===== src/rtl/axis_gen_pkg.sv =====
// Shared types and constants for the AXI4-Stream frame generator.
// Holds the FSM state encoding, PRBS-31 polynomial/seed and the frame_id position in tdata.
package axis_gen_pkg;

  typedef enum logic [1:0] {
    ST_IDLE = 2'd0,
    ST_LOAD = 2'd1,
    ST_SEND = 2'd2,
    ST_GAP  = 2'd3
  } state_t;

  // x^31 + x^28 + 1
  localparam int          PRBS_ORDER     = 31;
  localparam int          PRBS_TAP       = 28;
  localparam logic [31:0] PRBS_SEED      = 32'h1;

  localparam int          FRAME_ID_SHIFT = 16;

endpackage


===== src/rtl/axis_gen_prbs.sv =====
// PRBS-31 payload source: cur_o is the next unused DATA_W-bit word, nxt_o the one after it.
// The register advances DATA_W bits only when adv_i (a handshake) is high; no backpressure of its own.
module axis_gen_prbs
  import axis_gen_pkg::*;
#(
  parameter int DATA_W = 32
) (
  input  logic              clk_i,
  input  logic              rst_ni,
  input  logic              adv_i,
  output logic [DATA_W-1:0] cur_o,
  output logic [DATA_W-1:0] nxt_o
);

  logic [PRBS_ORDER-1:0] state_q;
  logic [PRBS_ORDER-1:0] state_d;
  logic [PRBS_ORDER-1:0] s_c;
  logic                  b_c;

  // Bits are produced oldest-first into the MSB end of each word.
  always_comb begin
    s_c   = state_q;
    b_c   = 1'b0;
    cur_o = '0;
    nxt_o = '0;
    for (int i = 0; i < DATA_W; i++) begin
      b_c   = s_c[PRBS_ORDER-1] ^ s_c[PRBS_TAP-1];
      s_c   = {s_c[PRBS_ORDER-2:0], b_c};
      cur_o = {cur_o[DATA_W-2:0], b_c};
    end
    state_d = s_c;
    for (int i = 0; i < DATA_W; i++) begin
      b_c   = s_c[PRBS_ORDER-1] ^ s_c[PRBS_TAP-1];
      s_c   = {s_c[PRBS_ORDER-2:0], b_c};
      nxt_o = {nxt_o[DATA_W-2:0], b_c};
    end
  end

  always_ff @(posedge clk_i or negedge rst_ni) begin
    if (!rst_ni) begin
      state_q <= PRBS_SEED[PRBS_ORDER-1:0];
    end else if (adv_i) begin
      state_q <= state_d;
    end
  end

endmodule


===== src/rtl/axis_frame_gen.sv =====
// AXI4-Stream frame generator: runs of frames with idle gaps; all outputs registered and held while tready is low.
// Define AXIS_FRAME_GEN_PRBS_EN to replace the frame_id/beat_idx payload with a PRBS-31 stream.
module axis_frame_gen
  import axis_gen_pkg::*;
#(
  parameter int DATA_W = 32,
  parameter int KEEP_W = DATA_W/8,
  parameter int USER_W = 1,
  parameter int LEN_W  = 16,
  parameter int GAP_W  = 8
) (
  input  logic              aclk,
  input  logic              aresetn,
  input  logic              start,
  input  logic              stop,
  input  logic [LEN_W-1:0]  frame_len,
  input  logic [GAP_W-1:0]  gap_cycles,
  input  logic [15:0]       num_frames,
  output logic              busy,
  output logic [31:0]       frames_sent,
  output logic              m_axis_tvalid,
  input  logic              m_axis_tready,
  output logic [DATA_W-1:0] m_axis_tdata,
  output logic [KEEP_W-1:0] m_axis_tkeep,
  output logic              m_axis_tlast,
  output logic [USER_W-1:0] m_axis_tuser
);

  localparam int             LW1 = LEN_W + 1;
  localparam logic [LEN_W:0] KW  = LW1'(KEEP_W);
  localparam logic [LEN_W:0] ONE = LW1'(1);

  state_t            state_q;
  logic              busy_q, stop_pend_q, tvalid_q, tlast_q;
  logic [LEN_W-1:0]  beat_idx_q, last_idx_q;
  logic [KEEP_W-1:0] last_keep_q, tkeep_q;
  logic [GAP_W-1:0]  gap_q, gap_cnt_q;
  logic [15:0]       nf_q, run_cnt_q;
  logic [31:0]       frames_sent_q;
  logic [DATA_W-1:0] tdata_q;
  logic [USER_W-1:0] tuser_q;

  logic [LEN_W:0]    len_eff, beats, rem;
  logic [LEN_W-1:0]  last_idx_d, nxt_idx;
  logic [KEEP_W-1:0] last_keep_d;
  logic              nxt_last, run_done, end_req, hs;
  logic [DATA_W-1:0] data_first, data_next;

  always_comb begin
    len_eff     = (frame_len == '0) ? KW : {1'b0, frame_len};
    beats       = (len_eff + KW - ONE) / KW;
    rem         = len_eff % KW;
    last_idx_d  = LEN_W'(beats - ONE);
    last_keep_d = '0;
    for (int i = 0; i < KEEP_W; i++) begin
      last_keep_d[i] = (rem == '0) || (LW1'(i) < rem);
    end
    nxt_idx  = beat_idx_q + LEN_W'(1);
    nxt_last = (nxt_idx == last_idx_q);
    run_done = (nf_q != 16'd0) && (run_cnt_q + 16'd1 == nf_q);
    end_req  = stop_pend_q || stop;
    hs       = tvalid_q && m_axis_tready;
  end

  // frames_sent only moves on the last beat, so its low half is the frame_id for the whole frame.
`ifdef AXIS_FRAME_GEN_PRBS_EN
  logic [DATA_W-1:0] prbs_cur, prbs_nxt;

  axis_gen_prbs #(.DATA_W(DATA_W)) u_prbs (
    .clk_i (aclk),
    .rst_ni(aresetn),
    .adv_i (hs),
    .cur_o (prbs_cur),
    .nxt_o (prbs_nxt)
  );

  assign data_first = prbs_cur;
  assign data_next  = prbs_nxt;
`else
  assign data_first = DATA_W'(frames_sent_q[15:0]) << FRAME_ID_SHIFT;
  assign data_next  = (DATA_W'(frames_sent_q[15:0]) << FRAME_ID_SHIFT) + DATA_W'(nxt_idx);
`endif

  always_ff @(posedge aclk or negedge aresetn) begin
    if (!aresetn) begin
      state_q       <= ST_IDLE;
      busy_q        <= 1'b0;
      stop_pend_q   <= 1'b0;
      tvalid_q      <= 1'b0;
      tlast_q       <= 1'b0;
      tkeep_q       <= '0;
      tdata_q       <= '0;
      tuser_q       <= '0;
      beat_idx_q    <= '0;
      last_idx_q    <= '0;
      last_keep_q   <= '0;
      gap_q         <= '0;
      gap_cnt_q     <= '0;
      nf_q          <= '0;
      run_cnt_q     <= '0;
      frames_sent_q <= '0;
    end else begin
      if (stop) stop_pend_q <= 1'b1;
      case (state_q)
        ST_IDLE: begin
          if (start) begin
            state_q     <= ST_LOAD;
            busy_q      <= 1'b1;
            run_cnt_q   <= '0;
            stop_pend_q <= stop;
          end
        end
        ST_LOAD: begin
          nf_q        <= num_frames;
          gap_q       <= gap_cycles;
          last_idx_q  <= last_idx_d;
          last_keep_q <= last_keep_d;
          beat_idx_q  <= '0;
          if (end_req) begin
            state_q     <= ST_IDLE;
            busy_q      <= 1'b0;
            stop_pend_q <= 1'b0;
          end else begin
            state_q  <= ST_SEND;
            tvalid_q <= 1'b1;
            tdata_q  <= data_first;
            tuser_q  <= USER_W'(1);
            tlast_q  <= (last_idx_d == '0);
            tkeep_q  <= (last_idx_d == '0) ? last_keep_d : '1;
          end
        end
        ST_SEND: begin
          if (hs && tlast_q) begin
            frames_sent_q <= frames_sent_q + 32'd1;
            run_cnt_q     <= run_cnt_q + 16'd1;
            tvalid_q      <= 1'b0;
            tlast_q       <= 1'b0;
            tkeep_q       <= '0;
            tdata_q       <= '0;
            tuser_q       <= '0;
            if (end_req || run_done) begin
              state_q     <= ST_IDLE;
              busy_q      <= 1'b0;
              stop_pend_q <= 1'b0;
            end else begin
              state_q   <= ST_GAP;
              gap_cnt_q <= gap_q;
            end
          end else if (hs) begin
            beat_idx_q <= nxt_idx;
            tdata_q    <= data_next;
            tuser_q    <= '0;
            tlast_q    <= nxt_last;
            tkeep_q    <= nxt_last ? last_keep_q : '1;
          end
        end
        ST_GAP: begin
          // A zero gap still spends one cycle here.
          if (end_req) begin
            state_q     <= ST_IDLE;
            busy_q      <= 1'b0;
            stop_pend_q <= 1'b0;
          end else if (gap_cnt_q <= GAP_W'(1)) begin
            state_q <= ST_LOAD;
          end else begin
            gap_cnt_q <= gap_cnt_q - GAP_W'(1);
          end
        end
        default: state_q <= ST_IDLE;
      endcase
    end
  end

  assign busy          = busy_q;
  assign frames_sent   = frames_sent_q;
  assign m_axis_tvalid = tvalid_q;
  assign m_axis_tdata  = tdata_q;
  assign m_axis_tkeep  = tkeep_q;
  assign m_axis_tlast  = tlast_q;
  assign m_axis_tuser  = tuser_q;

endmodule


===== config.mk =====
export PLATFORM = sky130hd
export DESIGN_NAME = axis_frame_gen
export DESIGN_NICKNAME = d
export VERILOG_FILES = /design/src/rtl/axis_gen_pkg.sv /design/src/rtl/axis_gen_prbs.sv /design/src/rtl/axis_frame_gen.sv
export SDC_FILE = /design/constraint.sdc
export NUM_CORES = 1
export LEC_CHECK = 0
export ABC_AREA = 0
export CORE_ASPECT_RATIO = 1.5
export CORE_MARGIN = 8
export CORE_UTILIZATION = 51
export DETAILED_ROUTE_END_ITERATION = 8
export HOLD_SLACK_MARGIN = 0.1
export PLACE_DENSITY = 0.85
export SYNTH_ARGS = -nofsm -noshare
export SYNTH_HDL_FRONTEND = slang
export SYNTH_HIERARCHICAL = 1
export SYNTH_SLANG_ARGS = --single-unit

===== constraint.sdc =====
create_clock -name aclk -period 3.25 [get_ports aclk]
set_input_delay 0.65 -clock aclk [delete_from_list [all_inputs] [get_ports aclk]]
set_output_delay 0.65 -clock aclk [all_outputs]
set_load 0.02 [all_outputs]

Word-level counts from Yosys, hierarchy flattened --
Index checks and enable logic that the tools add are counted.
Cells by class: $add $sub $neg 8, reductions and logical operators 26, equal/unequal tests 17, magnitude comparators 5, multiplexer cells 50
Operator list (count):
- $mux 32 | 3
- $mux 16 | 5
- $pmux 16 s2 | 2
- $pmux 32 s2 | 1
- $add 16x1->16 const B | 2
- $add 32x1->32 const B | 1
- $add 32x16->32 | 1
- $eq 16x16->1 | 2
- $logic_not 16->1 | 2
- $mux 8 | 4
- $mux 4 | 5
- $ne 2x2->1 const B | 9
- $add 16x3->17 const B | 1
- $logic_not 17->1 | 1
- $sub 17x1->17 const B | 1
- $mux 1 | 16
- $pmux 8 s2 | 1
- $reduce_bool 16->1 | 1
- $sub 15x1->16 const B | 1
- $reduce_and 3->1 | 5
- $mux 2 | 6
- $le 8x1->1 const B | 1
- $pmux 2 s4 | 1
- $pmux 4 s2 | 1
- other kinds (17) | 33
Word-level totals: bits of input ports 45, output and inout port bits 72, logic and storage cells 122, flip-flop bits (word level) 159

Depth between registers and ports, before layout --
Gate-level depths: netlist of the first run.
word-level depth 9, mapped depth 15, mapped depth without buffers 13

Worst setup path before layout of the first run --
OpenSTA, ideal clock, no wires.
path kind input to register, start point in frame_len[10], end point reg tlast_q (netlist: m_axis_tlast), buffers on the path 2, library setup time 0.064 ns, data required time 3.186 ns, stages 13, path slack -0.463 ns, data arrival time 3.648 ns, path through buf_4 -> or4_4 -> and4b_1 -> a21oi_1 -> ha_1 -> clkbuf_1 -> nand2_1 -> nand4bb_1 -> o211ai_2 -> xnor2_1 -> or4_4 -> a2111oi_4 -> a21o_1
On the way: word-level cells in the longest chain between the ends 8
RTL lines:
- start: declaration | line axis_frame_gen.sv:16 | input logic [LEN_W-1:0] frame_len,
- $logic_not 16->1 | line axis_frame_gen.sv:50 | len_eff = (frame_len == '0) ? KW : {1'b0, frame_len};
- $mux 16 | line axis_frame_gen.sv:50
- $add 16x3->17 | line axis_frame_gen.sv:51 | beats = (len_eff + KW - ONE) / KW;
- $sub 17x1->17 | line axis_frame_gen.sv:51
- $sub 15x1->16 | line axis_frame_gen.sv:53 | last_idx_d = LEN_W'(beats - ONE);
- net last_idx_d[0] | line axis_frame_gen.sv:44 | logic [LEN_W-1:0] last_idx_d, nxt_idx;
- $logic_not 16->1 | line axis_frame_gen.sv:128 | tlast_q <= (last_idx_d == '0);
- $mux 1 | line axis_frame_gen.sv:119 | if (end_req) begin
- $pmux 1 s2 | line axis_frame_gen.sv:104 | case (state_q)
- end signal: assignment | line axis_frame_gen.sv:128
- end signal: assignment | line axis_frame_gen.sv:153 | tlast_q <= nxt_last;
- end: declaration | line axis_frame_gen.sv:34 | logic busy_q, stop_pend_q, tvalid_q, tlast_q;
The timed path passes the listed nets, and every way through them passes these cells. The select of a mux whose other input is x is not followed. A chain may end at the register's enable or synchronous reset.

Worst setup path in the final report of the first run --
start point in frame_len[13], end point reg tlast_q (netlist: m_axis_tlast)
Same word-level chain as after synthesis.

==> results.sh, run 1 <==
export IMPL_num_io_pins=117
export IMPL_nets=1200
export IMPL_io_buffers=116
export IMPL_vdd_drop_max_v=0.000457
export IMPL_htreeDepth=4
export IMPL_die_h_um=180
export IMPL_crit_required_ns=3.61
export IMPL_synth_distinct_cells=67
export IMPL_clk_pin_slew_ns=0.07
export IMPL_synth_simple_area_share_pct=21.5
export IMPL_grt_antenna_before_repair=0
export IMPL_synth_xor_xnor_area_share_pct=11.7
export IMPL_drive_gt1_share_pct=19.7
export IMPL_synth_edf_count=0
export IMPL_final_fill_count=1317
export IMPL_maxCapViolations=0
export IMPL_post_route_util_pct=67.0
export IMPL_cts_root_buf="clkbuf_16"
export IMPL_synth_compound_area_share_pct=11.1
export IMPL_hold_violations=0
export IMPL_async_reset_ff_share_pct=100
export IMPL_synth_top_family_by_area="simple AND/OR/NAND/NOR gates"
export IMPL_grt_pass1_vias=8314
export IMPL_setup_violations=1
export IMPL_grt_pass1_wl_mm=40.3
export IMPL_hp_class="input port to async pin"
export IMPL_cts_tree="built"
export IMPL_grt_ovfl_total=0
export IMPL_period_share_pct=100
export IMPL_fmax_mhz=307
export IMPL_path_class="input port to flip-flop"
export IMPL_synth_cells=957
export IMPL_cp_arrival_ns=3.61
export IMPL_drc=0
export IMPL_power_density_mw_per_mm2=615
export IMPL_worstPathMaxFanout=6
export IMPL_muxShareOfSynthArea_pct=6.75
export IMPL_n_antenna_cell=0
export IMPL_dr_pass1_iters=5
export IMPL_period_minus_slack_ns=3.26
export IMPL_syn_to_final_growth_pct=30.3
export IMPL_ant_nets=0
export IMPL_ys_ff_latch=159
export IMPL_grt_usage_pct=21.6
export IMPL_rows=60
export IMPL_synthAdderAreaFrac_pct=1.92
export IMPL_wl_per_cell_um=17.8
export IMPL_clock_latency_ns=0.42
export IMPL_outcome="finished, violations left"
export IMPL_vias=8116
export IMPL_r2r_slack_ns=0.19
export IMPL_ys_seq_area_share_pct=43.7
export IMPL_relSlewSlack_pct=46.9
export IMPL_syn_nets=1016
export IMPL_fin_worst_skew_ns=0.00949
export IMPL_critPathCaptureType="flip-flop"
export IMPL_dp_hpwl_mm=17.4
export IMPL_fin_ws_ns=-0.00630
export IMPL_timing_reg2reg_worst_path_depth=10
export IMPL_dieArea_mm2=0.0225
export IMPL_r2r_start="run_cnt_q[1]$_DFFE_PN0P_"
export IMPL_ys_warnings_count=6
export IMPL_critPathLaunchType="input port"
export IMPL_slew_violations=0
export IMPL_r2r_end="busy$_DFFE_PN0P_"
export IMPL_rsz0062_at_grt="true"
export IMPL_violations="setup timing"
export IMPL_via_per_inst=5.92
export IMPL_avgSynthCellArea_um2=9.52
export IMPL_cts_inserted_buffers=17
export IMPL_clock_path_buffers=2
export IMPL_ys_flop_type="dfrtp_1"
export IMPL_drt_first_iter_violations=605
export IMPL_p_total_mw=7.29
export IMPL_worst_slew_pin_slew_ns=0.796
export IMPL_cts_sinks=159
export IMPL_p_leak_nw=4.95
export IMPL_wl_mm=24.5
export IMPL_netlist_area_mm2=0.00911
export IMPL_start_util_pct=51.4
export IMPL_grt_max_degree=77
export IMPL_core_mm2=0.0177
export IMPL_die_width_um=125
export IMPL_gp_congestion=0.891
export IMPL_dp_slack_ns=-0.694
-- synthesized netlist by cell type (all sizes together) (4+ instances only) --
cell type  instances  area share, %
and2               8           0.55
nor3              23            1.3
or4                7           0.70
xor2              32            3.1
nor2b              4           0.27
dfrtp            159             44
mux2              43            5.3
nor2              60            2.5
nand3             49            2.7
ha                14            1.9
a22o               5           0.48
o211ai             5           0.47
a31oi              8           0.55
a21oi             20            1.1
and3              14           0.96
nor3b              8           0.66
nand2            123            5.1
nor4              17            1.2
nand4             24            1.7
buf               19            1.2
xnor3              5            1.2
mux2i             13            1.4
o31ai             17            1.4
or3               11           0.76
nand3b            11           0.91
inv               16           0.66
o21ai             80            4.4
and4               8           0.77
nand2b             4           0.27
clkbuf            35            1.4
xnor2             77            7.4
-- through the flow --
step / area, µm² / hold slack [ns] / TNS [ns] / cells
after CTS: 11800 / 0.273 / 0 / 1367
final: 11900 / 0.242 / -0.00630 / 1371
after detailed placement: 11100 / 0.462 / -5.60 / 1329
after global routing: 11900 / 0.290 / -0.348 / 1371
after global placement: 11100 / 0.460 / -3.97 / 1329
after floorplan: 9190 / 0.354 / -0.530 / 957
-- metal layers --
metal / GRT usage [%] / share of wire [%]
met1: 22.8 / 38
met2: 39.7 / 53
met3: 3.73 / 4.2
met4: 12.1 / 4.5
met5: 0 / 0
-- how the worst max path moves through the flow --
stage / startpoint / end / slack (ns) / cells past startpoint
final: frame_len[13] / m_axis_tlast$_DFFE_PN0P_ / -0.006 / 13
after global routing: frame_len[8] / m_axis_tlast$_DFFE_PN0P_ / -0.1 / 13
after CTS: frame_len[1] / m_axis_tlast$_DFFE_PN0P_ / 0.002 / 13
after detailed placement: frame_len[10] / m_axis_tkeep[3]$_DFFE_PN0P_ / -0.69 / 13
after global placement: frame_len[10] / m_axis_tkeep[1]$_DFFE_PN0P_ / -0.53 / 13
after floorplan: frame_len[10] / m_axis_tlast$_DFFE_PN0P_ / -0.13 / 13
-- state kept, by name, summed over array words and instances, names as in the netlist, 2 cells and up --
register,flops
gap_q,8
last_idx_q,16
frames_sent,32
gap_cnt_q,8
state_q,2
beat_idx_q,16
m_axis_tkeep,4
run_cnt_q,16
nf_q,16
last_keep_q,4
m_axis_tdata,32
-- cell usage in the layout, fill, tap and decap left out, types with 6 or more instances in the layout --
master | synthesis | final
and2_1 | 7 | 7
o31ai_1 | 17 | 17
mux2i_1 | 13 | 13
buf_4 | 1 | 102
nor4_1 | 16 | 16
xnor2_1 | 77 | 75
nand3b_1 | 11 | 11
a31oi_1 | 8 | 7
nor3_1 | 22 | 21
nand4_1 | 23 | 23
mux2_2 | 43 | 42
o21ai_0 | 77 | 76
dfrtp_1 | 159 | 159
nand3_1 | 49 | 47
ha_1 | 14 | 11
nor2_1 | 60 | 57
nand2_1 | 123 | 122
and3_1 | 14 | 14
or3_1 | 11 | 11
and4_1 | 8 | 8
nor3b_1 | 8 | 6
inv_1 | 16 | 15
clkdlybuf4s50_1 | 0 | 108
a21oi_1 | 20 | 18
clkbuf_16 | 0 | 17
xor2_1 | 32 | 30
-- cell families (layout without fill, tap and decap cells) --
logic type | Yosys count | after routing
AO/OA/AOI/OAI | 161 | 161
flip-flops | 159 | 159
adder cells (fa/ha/maj) | 14 | 14
XOR/XNOR | 114 | 114
buffers and inverters | 70 | 267
AND/OR/NAND/NOR | 383 | 383
multiplexers | 56 | 56
-- critical path, stage by stage --
cell,delay (ns)
clkdlybuf4s50_1,0.50
nor3_1,0.05
and4b_1,0.23
a21oi_2,0.20
ha_4,0.25
nand2_2,0.08
buf_4,0.14
o211ai_4,0.23
xnor2_1,0.17
or4_4,0.46
a2111oi_4,0.29
buf_4,0.22
a21o_1,0.13
-- power breakdown --
part | switching [mW] | internal [mW]
Combinational | 1.41 | 1.18
Sequential | 0.351 | 2.37
Clock | 0.879 | 1.10
-- layout make-up --
cell class                      instances  area, µm²  area share (%)
Clock buffer                           18        439            3.70
Clock inverter                         14        146            1.23
Sequential cell                       159       3980            33.5
Multi-Input combinational cell        728       5040            42.4
Inverter                               16       60.1           0.506
Tap cell                              217        272            2.29
Timing Repair Buffer                  219       1940            16.3
-- repair_timing --
item	4_1_cts	5_1_grt
buffers inserted	6	4
setup endpoints to repair	5	13
hold buffers	0	0
resized for setup	18	26
pin swaps	13	10
gates cloned	0	0
(Power assumes the default switching activity.)
==> inputs of run 2 (changes only) <==
--- a/config.mk
+++ b/config.mk
@@ -11,7 +11,7 @@
 export CORE_UTILIZATION = 51
 export DETAILED_ROUTE_END_ITERATION = 8
 export HOLD_SLACK_MARGIN = 0.1
-export PLACE_DENSITY = 0.85
+export PLACE_DENSITY = 0.77
 export SYNTH_ARGS = -nofsm -noshare
 export SYNTH_HDL_FRONTEND = slang
 export SYNTH_HIERARCHICAL = 1
==> results.sh, run 2 (same netlist as run 1, synthesis figures left out) <==
export IMPL_outcome="finished, final reports clean"
export IMPL_die_h_um=180
export IMPL_mostFrequentLayoutCells="dfrtp_1 (159), nand2_1 (122), clkdlybuf4s50_1 (108)"
export IMPL_maxCapViolations=0
export IMPL_dr_pass1_iters=7
export IMPL_vias=7900
export IMPL_path_buf_inv=4
export IMPL_num_io_pins=117
export IMPL_nets=1201
export IMPL_crit_required_ns=3.62
export IMPL_seqPwrFrac_pct=37.0
export IMPL_cts_hold_buf=0
export IMPL_cts_inserted_buffers=17
export IMPL_internal_power_mw=4.74
export IMPL_p_leak_nw=4.96
export IMPL_clk_pin_slew_ns=0.07
export IMPL_clock_path_buffers=2
export IMPL_period_minus_slack_ns=3.13
export IMPL_fmax_mhz=320
export IMPL_gp_congestion=0.845
export IMPL_instances_no_fill=1371
export IMPL_drc=0
export IMPL_wl_mm=23.5
export IMPL_cts_sinks=159
export IMPL_cpMostUsedCell="buf_6"
export IMPL_grt_antenna_before_repair=0
export IMPL_final_common_cell="dfrtp_1"
export IMPL_start_util_pct=51.4
export IMPL_worstPathMaxFanout=12
export IMPL_cp_slowest_cell="clkdlybuf4s50_1"
export IMPL_grt_pass1_vias=8183
export IMPL_clock_latency_ns=0.43
export IMPL_placed_cells=1334
export IMPL_htreeDepth=4
export IMPL_crit_chain="clkdlybuf4s50_1, buf_6, xnor2_1, or3b_1, a221o_2, nand3b_1, buf_6, mux2i_1, a2bb2oi_2, a2111oi_4, buf_4, a21o_1"
export IMPL_setup_violations=0
export IMPL_hp_class="input port to async pin"
export IMPL_cp_top_family="buffers and inverters"
export IMPL_vdd_drop_max_v=0.000388
export IMPL_rows=60
export IMPL_hold_violations=0
export IMPL_grt_pass1_wl_mm=39.1
export IMPL_critPathCaptureType="flip-flop"
export IMPL_path_class="input port to flip-flop"
export IMPL_power_frac_comb_pct=35.3
export IMPL_grt_max_degree=57
export IMPL_worst_slew_pin_slew_ns=0.792
export IMPL_power_density_mw_per_mm2=619
export IMPL_dp_hpwl_mm=17.1
export IMPL_n_antenna_cell=0
export IMPL_grt_ovfl_total=0
export IMPL_crit_path_max_incr_delay_ns=0.49
export IMPL_die_width_um=125
export IMPL_wl_per_cell_um=17.2
export IMPL_ant_nets=0
export IMPL_tns_ns=0
export IMPL_cts_tree="built"
export IMPL_cp_arrival_ns=3.50
export IMPL_fin_worst_skew_ns=0.0150
export IMPL_io_buffers=116
export IMPL_period_share_pct=96.2
export IMPL_syn_to_final_growth_pct=30.5
export IMPL_core_mm2=0.0177
export IMPL_via_per_inst=5.76
export IMPL_pwr_share_clk_pct=27.7
export IMPL_slew_violations=0
export IMPL_drt_first_iter_violations=635
export IMPL_grt_usage_pct=21.0
export IMPL_dieArea_mm2=0.0225
export IMPL_post_route_util_pct=67.1
export IMPL_sw_frac_of_total_pct=35.6
export IMPL_p_switching_mw=2.62
export IMPL_relSlewSlack_pct=47.2
export IMPL_critPathLaunchType="input port"
export IMPL_drive_gt1_share_pct=19.2
export IMPL_cts_root_buf="clkbuf_16"
run 2: power groups by stage:
stage               registers [mW]  clock network (mW)  logic, mW
floorplan                     2.69                   0       1.82
global placement              2.73                   0       2.48
detailed placement            2.74                   0       2.56
CTS                           2.72                2.06       2.60
global route                  2.77                2.14       2.85
finish                        2.72                2.04       2.60
run 2: cell type report:
type,instances,area (µm²)
clock inverter,14,170
fill,1409,5830
timing repair buffer,220,1970
inverter,16,60.1
sequential,159,3980
multi-input combinational,728,5010
clock buffer,17,425
tap,217,272
run 2: path summary, 6_finish.rpt:
kind,start,endpoint,slack (ns),depth (start not counted)
max in group asynchronous,aresetn,frames_sent[2]$_DFFE_PN0P_,2.38,2
worst min-delay path,aresetn,nf_q[8]$_DFFE_PN0P_,0.17,1
min in group aclk,m_axis_tdata[6]$_DFFE_PN0P_,m_axis_tdata[6]$_DFFE_PN0P_,0.48,2
worst max-delay path,frame_len[4],m_axis_tlast$_DFFE_PN0P_,0.12,12
worst max register to register,run_cnt_q[1]$_DFFE_PN0P_,busy$_DFFE_PN0P_,0.22,10
worst min register to register,m_axis_tdata[6]$_DFFE_PN0P_,m_axis_tdata[6]$_DFFE_PN0P_,0.48,2
run 2: metal layers:
layer  part of all wire (%)  vias up  track usage (%)
li1                       -     3765                -
met1                     40     3853             22.4
met2                     53      217             39.3
met3                    3.9       65             3.64
met4                    3.5        0             9.39
met5                      0        -                0
run 2: what timing repair did:
| item | CTS | global route |
|---|---|---|
| setup endpoints to repair | 6 | 10 |
| resized for setup | 16 | 19 |
| pin swaps | 10 | 11 |
| hold endpoints to repair | 0 | 0 |
| buffers inserted | 5 | 1 |
run 2: worst reg2reg max path: cells and delay by family (launching register included):
kind	cells	cell delay (ns)
AOI/OAI and AO/OA	2	0.31
xor gates and xnor gates	1	0.17
DFF	1	0.43
and+or+nand+nor	4	1.21
buffers and inverters	1	0.21
adders and majority gates	1	0.33
muxes	1	0.29
run 2: metrics by stage:
step	cell area, µm²	hold slack [ns]	power (mW)	setup slack [ns]
6_report	11900	0.173	7.35	0.122
5_1_grt	11900	0.219	7.76	-0.0190
2_1_floorplan	9190	0.354	4.52	-0.133
4_1_cts	11800	0.201	7.38	0.00620
3_5_place_dp	11100	0.472	5.30	-0.639
3_3_place_gp	11100	0.460	5.21	-0.549
==> inputs of run 3 (changes only) <==
--- a/config.mk
+++ b/config.mk
@@ -8,10 +8,11 @@
 export ABC_AREA = 0
 export CORE_ASPECT_RATIO = 1.5
 export CORE_MARGIN = 8
-export CORE_UTILIZATION = 51
+export CORE_UTILIZATION = 52
+export CTS_BUF_LIST = sky130_fd_sc_hd__clkbuf_8
 export DETAILED_ROUTE_END_ITERATION = 8
 export HOLD_SLACK_MARGIN = 0.1
-export PLACE_DENSITY = 0.77
+export PLACE_DENSITY = 0.79
 export SYNTH_ARGS = -nofsm -noshare
 export SYNTH_HDL_FRONTEND = slang
 export SYNTH_HIERARCHICAL = 1
==> results.sh, run 3 (same netlist as run 1, synthesis figures left out) <==
export IMPL_outcome="finished, final reports clean"
export IMPL_grt_pass1_wl_mm=38.0
export IMPL_maxCapViolations=0
export IMPL_grt_max_degree=74
export IMPL_cts_root_buf="clkbuf_8"
export IMPL_fin_worst_skew_ns=0.0149
export IMPL_period_minus_slack_ns=3.17
export IMPL_setup_violations=0
export IMPL_r2r_start="run_cnt_q[1]$_DFFE_PN0P_"
export IMPL_die_h_um=178
export IMPL_seqCellArea_mm2=0.00398
export IMPL_grt_antenna_before_repair=0
export IMPL_dieArea_mm2=0.0221
export IMPL_grt_pass1_vias=7865
export IMPL_syn_to_final_growth_pct=27.9
export IMPL_cp_arrival_ns=3.50
export IMPL_cts_tree="built"
export IMPL_multiInputGateArea_mm2=0.00504
export IMPL_n_antenna_cell=0
export IMPL_final_fill_count=1390
export IMPL_wl_per_cell_um=16.9
export IMPL_fin_ws_ns=0.0794
export IMPL_crit_required_ns=3.58
export IMPL_dr_pass1_iters=5
export IMPL_cp_slowest_cell="or4_4"
export IMPL_grt_ovfl_total=0
export IMPL_clk_pin_slew_ns=0.10
export IMPL_core_mm2=0.0173
export IMPL_crit_chain="clkdlybuf4s50_1, buf_4, xnor2_1, or3b_1, a221o_2, buf_4, xnor2_2, or4_4, a2111oi_4, o21ai_1"
export IMPL_drive_gt1_share_pct=19.2
export IMPL_start_util_pct=52.7
export IMPL_critPathCaptureType="flip-flop"
export IMPL_dp_slack_ns=-0.662
export IMPL_grt_usage_pct=21.3
export IMPL_crit_start="frame_len[4]"
export IMPL_placed_cells=1327
export IMPL_nets=1196
export IMPL_fmax_mhz=315
export IMPL_path_buf_inv=3
export IMPL_htreeDepth=4
export IMPL_r2r_end="busy$_DFFE_PN0P_"
export IMPL_cp_top_family="simple AND/OR/NAND/NOR gates"
export IMPL_clock_path_buffers=2
export IMPL_num_io_pins=117
export IMPL_worstPathMaxFanout=12
export IMPL_wl_mm=23.0
export IMPL_hold_violations=0
export IMPL_ant_nets=0
export IMPL_die_width_um=124
export IMPL_via_per_inst=5.69
export IMPL_period_share_pct=97.6
export IMPL_hp_class="input port to async pin"
export IMPL_io_buffers=116
export IMPL_final_common_cell="dfrtp_1"
export IMPL_p_leak_nw=4.85
export IMPL_gp_congestion=0.858
export IMPL_timing_reg2reg_worst_path_depth=10
export IMPL_cts_inserted_buffers=17
export IMPL_instances_no_fill=1363
export IMPL_vias=7752
export IMPL_power_density_mw_per_mm2=578
export IMPL_vdd_drop_max_v=0.000425
export IMPL_dp_hpwl_mm=16.9
export IMPL_cpMostUsedCell="buf_4"
export IMPL_power_frac_comb_pct=38.1
export IMPL_rows=59
export IMPL_cts_sinks=159
export IMPL_sw_frac_of_total_pct=38.3
export IMPL_relSlewSlack_pct=43.4
export IMPL_seqPwrFrac_pct=40.4
export IMPL_critPathLaunchType="input port"
export IMPL_crit_path_max_incr_delay_ns=0.54
export IMPL_clock_latency_ns=0.46
export IMPL_pwr_share_clk_pct=21.6
export IMPL_mostFrequentLayoutCells="dfrtp_1 (159), nand2_1 (122), clkdlybuf4s50_1 (108)"
export IMPL_slew_violations=0
export IMPL_drt_first_iter_violations=460
export IMPL_worst_slew_pin_slew_ns=0.850
export IMPL_cts_hold_buf=0
export IMPL_finalHoldWorstSlack_ns=0.193
export IMPL_path_class="input port to flip-flop"
export IMPL_internal_power_mw=4.16
export IMPL_drc=0
export IMPL_p_switching_mw=2.58
export IMPL_r2r_slack_ns=0.20
-- run 3: cell count changes in the layout (fill, tap and decap cells not counted), sizes merged --
cell / delta
bufinv: -2
dlymetal6s2s: +1
buf: -5
clkinvlp: -1
clkbuf: +2
clkinv: +1
inv: +2
dlygate4sd2: -2
-- run 3: metrics by stage --
step	utilization, %	total power [mW]	instance area, µm²	TNS [ns]
after global routing	67.4	7.16	11600	-0.0159
after floorplan	-	4.52	9190	-0.530
after detailed placement	64.2	5.28	11100	-4.86
after CTS	66.7	6.75	11500	0
after global placement	64.2	5.20	11100	-3.98
final	67.4	6.73	11600	0
-- run 3: metal layers --
layer  share of wire, %  GRT usage (%)  up-vias
met3                4.4           3.20       38
met2                 53           38.8      191
met5                  0              0        -
met4                2.2           7.02        0
li1                   -              -     3745
met1                 40           24.6     3778
-- run 3: area by class of cell --
class | count | area share, %
tap | 213 | 2.29
clock inverter | 14 | 1.24
multi-input combinational | 728 | 43.2
inverter | 16 | 0.516
clock buffer | 18 | 2.13
timing repair buffer | 215 | 16.4
sequential | 159 | 34.2
-- run 3: worst max path at each step --
stage,to,depth (start not counted),slack (ns)
floorplan,m_axis_tlast$_DFFE_PN0P_,13,-0.13
global placement,m_axis_tlast$_DFFE_PN0P_,12,-0.57
detailed placement,m_axis_tkeep[2]$_DFFE_PN0P_,13,-0.66
CTS,m_axis_tkeep[2]$_DFFE_PN0P_,12,0.01
global route,busy$_DFFE_PN0P_,11,-0.02
finish,m_axis_tkeep[2]$_DFFE_PN0P_,10,0.08
-- run 3: power groups by stage --
stage          clock (mW)  sequential, mW  combinational, mW
5_1_grt              1.58            2.77               2.81
6_report             1.45            2.72               2.56
2_1_floorplan           0            2.69               1.82
3_3_place_gp            0            2.73               2.47
3_5_place_dp            0            2.75               2.53
4_1_cts              1.49            2.71               2.55
-- run 3: what timing repair did --
item,CTS,global route
pin swaps,10,13
setup endpoints to repair,4,6
cloned,0,0
resized for setup,10,30
buffers inserted,2,4
